<file path="config.mk">
export PLATFORM = sky130hd
export DESIGN_NAME = fetch_queue
export DESIGN_NICKNAME = d
export VERILOG_FILES = /design/src/rtl/fetch_queue.sv
export SDC_FILE = /design/constraint.sdc
export NUM_CORES = 1
export LEC_CHECK = 0
export CORE_ASPECT_RATIO = 1.5
export CORE_UTILIZATION = 25
export CTS_BUF_LIST = sky130_fd_sc_hd__clkbuf_2 sky130_fd_sc_hd__clkbuf_4 sky130_fd_sc_hd__clkbuf_8
export CTS_CLUSTER_DIAMETER = 40
export DETAILED_ROUTE_END_ITERATION = 16
export HOLD_SLACK_MARGIN = 0.06
export PLACE_DENSITY = 0.44
export RECOVER_POWER = 25
export SETUP_SLACK_MARGIN = 0.02
export SYNTH_ARGS = -nofsm -noshare
export SYNTH_HDL_FRONTEND = slang
export SYNTH_SLANG_ARGS = --single-unit
</file>
<file path="constraint.sdc">
create_clock -name clk_i -period 6.6 [get_ports clk_i]
set_input_delay 0.99 -clock clk_i [delete_from_list [all_inputs] [get_ports clk_i]]
set_output_delay 0.99 -clock clk_i [all_outputs]
set_load 0.01 [all_outputs]
</file>
<file path="src/rtl/fetch_queue.sv">
// Instruction fetch front end: sequential req/gnt fetch, DEPTH-entry response FIFO, redirect flush.
// Optional FETCH_QUEUE_BYPASS_EN: a response arriving at an empty queue is presented combinationally.
module fetch_queue #(
    parameter int          DEPTH    = 4,
    parameter logic [31:0] RESET_PC = 32'h0000_0000
) (
    input  logic        clk_i,
    input  logic        rst_i,
    input  logic        start_i,
    input  logic        redirect_i,
    input  logic [31:0] redirect_pc_i,
    output logic        mem_req_o,
    output logic [31:0] mem_addr_o,
    input  logic        mem_gnt_i,
    input  logic        mem_rvalid_i,
    input  logic [31:0] mem_rdata_i,
    output logic        inst_valid_o,
    output logic [31:0] inst_o,
    output logic [31:0] inst_pc4_o,
    input  logic        inst_ready_i
);
    // state | meaning
    // IDLE  | not requesting; responses still outstanding land in the FIFO
    // FETCH | issuing sequential requests while count + outstanding < DEPTH
    // DRAIN | after a redirect, discarding stale responses before refetching
    typedef enum logic [1:0] {IDLE, FETCH, DRAIN} state_e;

    localparam int             AW      = $clog2(DEPTH);
    localparam int             CW      = AW + 1;
    localparam logic [CW:0]    DEPTH_W = (CW+1)'(DEPTH);

    state_e        state_q, state_d;
    logic [31:0]   fetch_pc_q, fetch_pc_d;
    logic [CW-1:0] count_q, count_d;
    logic [CW-1:0] outst_q, outst_d;
    logic [CW-1:0] drop_q, drop_d;
    logic [AW-1:0] wr_ptr_q, wr_ptr_d, rd_ptr_q, rd_ptr_d;
    logic [AW-1:0] aw_ptr_q, aw_ptr_d, ar_ptr_q, ar_ptr_d;
    logic [31:0]   inst_mem_q [DEPTH];
    logic [31:0]   pc4_mem_q  [DEPTH];
    logic [31:0]   addr_mem_q [DEPTH];

    logic          gnt_fire, rsp_fire, rsp_keep, rsp_drop;
    logic          flush, push, fifo_pop, bypass_take;
    logic [31:0]   rsp_pc4;
    logic [CW:0]   occupancy;

    assign occupancy  = {1'b0, count_q} + {1'b0, outst_q};
    assign mem_req_o  = (state_q == FETCH) && !redirect_i && (occupancy < DEPTH_W);
    assign mem_addr_o = fetch_pc_q;

    assign gnt_fire = mem_req_o && mem_gnt_i;
    assign rsp_fire = mem_rvalid_i && (outst_q != '0);
    assign rsp_drop = rsp_fire && (drop_q != '0);
    assign rsp_keep = rsp_fire && (drop_q == '0);
    assign flush    = redirect_i && (state_q != IDLE);
    // Request addresses are kept in issue order so each response knows its own PC.
    assign rsp_pc4  = addr_mem_q[ar_ptr_q] + 32'd4;

`ifdef FETCH_QUEUE_BYPASS_EN
    logic bypass;
    assign bypass       = (count_q == '0) && rsp_keep;
    assign bypass_take  = bypass && inst_ready_i;
    assign inst_valid_o = (count_q != '0) || bypass;
    assign inst_o       = bypass ? mem_rdata_i : inst_mem_q[rd_ptr_q];
    assign inst_pc4_o   = bypass ? rsp_pc4 : pc4_mem_q[rd_ptr_q];
`else
    assign bypass_take  = 1'b0;
    assign inst_valid_o = (count_q != '0);
    assign inst_o       = inst_mem_q[rd_ptr_q];
    assign inst_pc4_o   = pc4_mem_q[rd_ptr_q];
`endif

    assign fifo_pop = (count_q != '0) && inst_ready_i;
    assign push     = rsp_keep && !flush && !bypass_take;

    assign outst_d  = outst_q + CW'(gnt_fire) - CW'(rsp_fire);
    assign drop_d   = flush ? outst_d : (drop_q - CW'(rsp_drop));
    assign count_d  = flush ? '0 : (count_q + CW'(push) - CW'(fifo_pop));
    assign wr_ptr_d = flush ? '0 : (wr_ptr_q + AW'(push));
    assign rd_ptr_d = flush ? '0 : (rd_ptr_q + AW'(fifo_pop));
    assign aw_ptr_d = aw_ptr_q + AW'(gnt_fire);
    assign ar_ptr_d = ar_ptr_q + AW'(rsp_fire);

    always_comb begin
        fetch_pc_d = fetch_pc_q;
        if (redirect_i) begin
            fetch_pc_d = redirect_pc_i & ~32'h3;
        end else if (gnt_fire) begin
            fetch_pc_d = fetch_pc_q + 32'd4;
        end
    end

    always_comb begin
        state_d = state_q;
        unique case (state_q)
            IDLE:    if (start_i) state_d = FETCH;
            FETCH: begin
                if (redirect_i && (outst_d != '0)) state_d = DRAIN;
                else if (!start_i)                 state_d = IDLE;
            end
            DRAIN:   if (drop_d == '0) state_d = FETCH;
            default: state_d = IDLE;
        endcase
    end

    always_ff @(posedge clk_i or negedge rst_i) begin
        if (!rst_i) begin
            state_q    <= IDLE;
            fetch_pc_q <= RESET_PC;
            count_q    <= '0;
            outst_q    <= '0;
            drop_q     <= '0;
            wr_ptr_q   <= '0;
            rd_ptr_q   <= '0;
            aw_ptr_q   <= '0;
            ar_ptr_q   <= '0;
            for (int i = 0; i < DEPTH; i++) begin
                inst_mem_q[i] <= '0;
                pc4_mem_q[i]  <= '0;
                addr_mem_q[i] <= '0;
            end
        end else begin
            state_q    <= state_d;
            fetch_pc_q <= fetch_pc_d;
            count_q    <= count_d;
            outst_q    <= outst_d;
            drop_q     <= drop_d;
            wr_ptr_q   <= wr_ptr_d;
            rd_ptr_q   <= rd_ptr_d;
            aw_ptr_q   <= aw_ptr_d;
            ar_ptr_q   <= ar_ptr_d;
            if (push) begin
                inst_mem_q[wr_ptr_q] <= mem_rdata_i;
                pc4_mem_q[wr_ptr_q]  <= rsp_pc4;
            end
            if (gnt_fire) begin
                addr_mem_q[aw_ptr_q] <= fetch_pc_q;
            end
        end
    end

endmodule

</file>
==> results.md <==
- Placeable Area: 75100 um2
- FP Rows: roughly 120
- Buf/Inv on CP: 4
- Unique masters post-synth: 60
- Ports: 169
- Sequential area share after synthesis: 54.9%
- Most used cell, CP: o21ai_0
- Fin crit share: about 66%
- Final min period: about 4300 ps
- Final Cell Area: 23600 um2
- Synth warnings: 0
- Fin util: around a third
- Internal power: roughly 6.3 mW
- Wirelength per Cell: approximately 18 um
- Commonest non-fill, non-tap cell in the layout: dfrtp_1
- Largest family of logic cells by synthesized area: multiplexers
- Mapped Area: roughly 19000 um2
- CP max-delay cell: clkbuf_1
- Post-CTS Hold Fix Bufs: 0
- Synth Area in Adders: between 1 and 1.5%
- Achievable Freq: between 0.2 and 0.25 GHz
- Critical Path Fanout Max: approximately 50
- Post-synthesis xor/xnor area fraction: a little under 2%
- Vias in the first global route: 13.4k
- Clock Skews: 37.2 ps
- Synth async-reset ratio: 100%
- Run status: complete, but fails checks
- Leakage power: slightly above 10 nW
- CTS tree: built
- Worst-Skew Late Latency: 660 ps
- Slew HR: -29.0%
- Peak supply drop: around 0.15 mV
- Cell Pwr Density: 386 nW/um2
- Simple-gate share of the synthesized area: under 10%
- Mux share of post-synthesis cell area: 26.0%
- Vias: ~12k
- CP Cell Sequence: buf_2 > clkbuf_1 > o21ai_0 > nand3_1 > inv_1 > nand3_4 > buf_4 > o21ai_0
- CP startpoint kind: primary input
- Worst setup EP type: register
- Antenna violation net count after detailed routing: 0
- Slew Viols, Final: between 40 and 50
- Top delay family on crit path: buffers and inverters
- Clock transition at the registers of the reported paths: 60 ps
- MaxCap Viol Count: 1
- Post-Synthesis Cells: approximately 1.4k
- Post_cts resized: 0
- Final hold slack: between 300 and 400 ps
- Die span in x: between 200 and 250 um
- Multi-input logic area: slightly above 8000 um2
- Clock tree sinks: between 400 and 500
- Final Setup Violations: 0
- Total Die Area: 77200 um2
- Setup bufs post-CTS: 0
- Gr ovfl total: 0
- Die Span Y: 340 um
- Starting Density: between 20% and 30%
- Post-synth top flop: dfrtp_1
- Nets@finish: between 1.5k and 2k
- CP max stage delay: roughly 1400 ps
- TritonCTS buffer count: 80
- Net Sw Frac: 30.4%
- Compound-Gate Fraction of Synth Area: 5.66%
- Kind of critical path: primary input to register
- Largest net degree at the start of global routing: 166
- HP Class: primary input to async pin
- Clk buf depth: 3
- Gr usage total: a little over an eighth
- Initial antenna violation count: 1
- Synth Area per Inst: ~13 um2
- Reg-to-reg startpoint: count_q[2]
- Via density: around 4.6
- Global-route wire length before repair: just under 80000 um
- Fill cell count: about 7.7k
- Total negative setup slack: 0 ps
- DP Wirelength: 31200 um
- Sw Pwr: 2.76 mW
- Reg-to-reg slack, setup: 3050 ps
- Failing checks: max-capacitance violations, max-slew violations
- Data arrival time of the worst path: 4830 ps
- Slew @ Worst Pin: 1930 ps
- Sequential power share: ~39%
- Comb pwr share: between 20% and 30%
- Total iterations of the first detailed-routing run: 4
- Hold Vio Cnt, Final: 0
- H-tree levels: 3
- Reg2Reg Depth: 9
- Commonest non-fill, non-tap cells in the layout: 413 x dfrtp_1, 251 x mux2_2, 160 x clkdlybuf4s50_1
- Ratio of cells with drive above 1 in the final layout: a little under a third
- R2R Path End: addr_mem_q[88]
- CP Data Required Time: 7100 ps
- RSZ-0062 raised after global routing: false
- # port buffers: roughly 160
- DRT Wirelength: ~50000 um
- Clock share of power: about a third
- Post-synth EDFFs: 0
- Clock tree root driver cell: clkbuf_8
- Register area: 10400 um2
- DRT iter0 DRCs: approximately 570
- Residual DRC: 0
- Placed inst area: approximately 22000 um2
- Yosys reg bits: between 400 and 500
- Layout area overhead: 23.8%
- Routability cong.: around 0.73
[metal layers]
layer,vias up,GRT usage [%],routed length (um)
met1,6297,16.3,21000
li1,5527,-,-
met2,273,22.2,24500
met5,-,0,0
met4,0,4.81,1240
met3,82,2.97,2380
[worst max-delay path by stage]
stage                      startpoint              to  cells past startpoint
final                      redirect_i   pc4_mem_q[25]                      8
after floorplan            redirect_i      state_q[0]                     13
after global placement     redirect_i  addr_mem_q[85]                      9
after CTS                 rd_ptr_q[1]  inst_pc4_o[28]                      3
after global routing       redirect_i   pc4_mem_q[29]                      8
after detailed placement   redirect_i  addr_mem_q[81]                      9
[Yosys cell counts (all sizes together), types with 2 or more instances]
cell type | instances | area (um2)
and2 | 10 | 62.6
o31a | 2 | 17.5
nor3 | 19 | 135
nand2b | 2 | 12.5
buf | 26 | 155
o311ai | 6 | 52.6
nand4 | 13 | 87.6
nor3b | 7 | 52.6
a31oi | 3 | 18.8
nor2 | 85 | 319
o21ai | 90 | 458
clkbuf | 72 | 270
and3 | 14 | 87.6
inv | 18 | 67.6
or4b | 2 | 23.8
nor2b | 4 | 25.0
a21oi | 66 | 338
xnor2 | 32 | 299
xor2 | 9 | 78.8
fa | 2 | 40.0
nor4 | 8 | 62.6
and4 | 5 | 43.8
nand2 | 107 | 402
mux2 | 251 | 2830
ha | 14 | 175
or3 | 4 | 25.0
mux4 | 92 | 2110
dfrtp | 417 | 10400
nand3 | 18 | 103
a221o | 11 | 110
[through the flow]
stage | total power, mW | instances | setup WS, ps
3_3_place_gp | 6.23 | 2510 | 2510
3_5_place_dp | 6.31 | 2510 | 2450
5_1_grt | 9.66 | 2656 | 1860
6_report | 9.08 | 2656 | 2270
4_1_cts | 9.29 | 2655 | 2260
2_1_floorplan | 5.17 | 1427 | 2940
[cell families after synthesis]
family | after synthesis
flip-flops | 417
multiplexers | 344
AND/OR/NAND/NOR | 301
AO/OA/AOI/OAI | 188
buffers and inverters | 116
XOR/XNOR | 41
adder cells (fa/ha/maj) | 16
other | 1
[worst reg2reg max path, stage by stage, from the launching register on]
cell	delay, ps
dfrtp_1	420
ha_1	310
nor4_1	290
nand4_1	140
buf_4	270
inv_1	620
nand2_1	150
nor2_2	390
buf_4	470
mux2_2	410
[area by class of cell]
type,count,area share (%)
diodes,1,0.0106
flip-flops and latches,417,44.3
clock inverters,23,1.20
multi-input cells,894,34.6
clock buffers,122,6.63
well taps,1000,5.31
repair buffers,181,7.63
inverters,18,0.287
[flip-flops by register name, summed over array words and instances, names as in the netlist]
name and flops:
ar_ptr_q 2, rd_ptr_q 2, state_q 2, drop_q 3
outst_q 3, count_q 3, mem_addr_o 30, addr_mem_q 120
aw_ptr_q 2, pc4_mem_q 120, wr_ptr_q 2, inst_mem_q 128
[power groups by stage]
| stage | Sequential, mW | Clock (mW) | Combinational [mW] |
|---|---|---|---|
| floorplan | 3.39 | 0 | 1.78 |
| global placement | 3.59 | 0 | 2.64 |
| detailed placement | 3.63 | 0 | 2.68 |
| CTS | 3.58 | 3.01 | 2.69 |
| global route | 3.66 | 3.13 | 2.87 |
| finish | 3.57 | 2.89 | 2.62 |
Power figures use the tool's default switching activity.
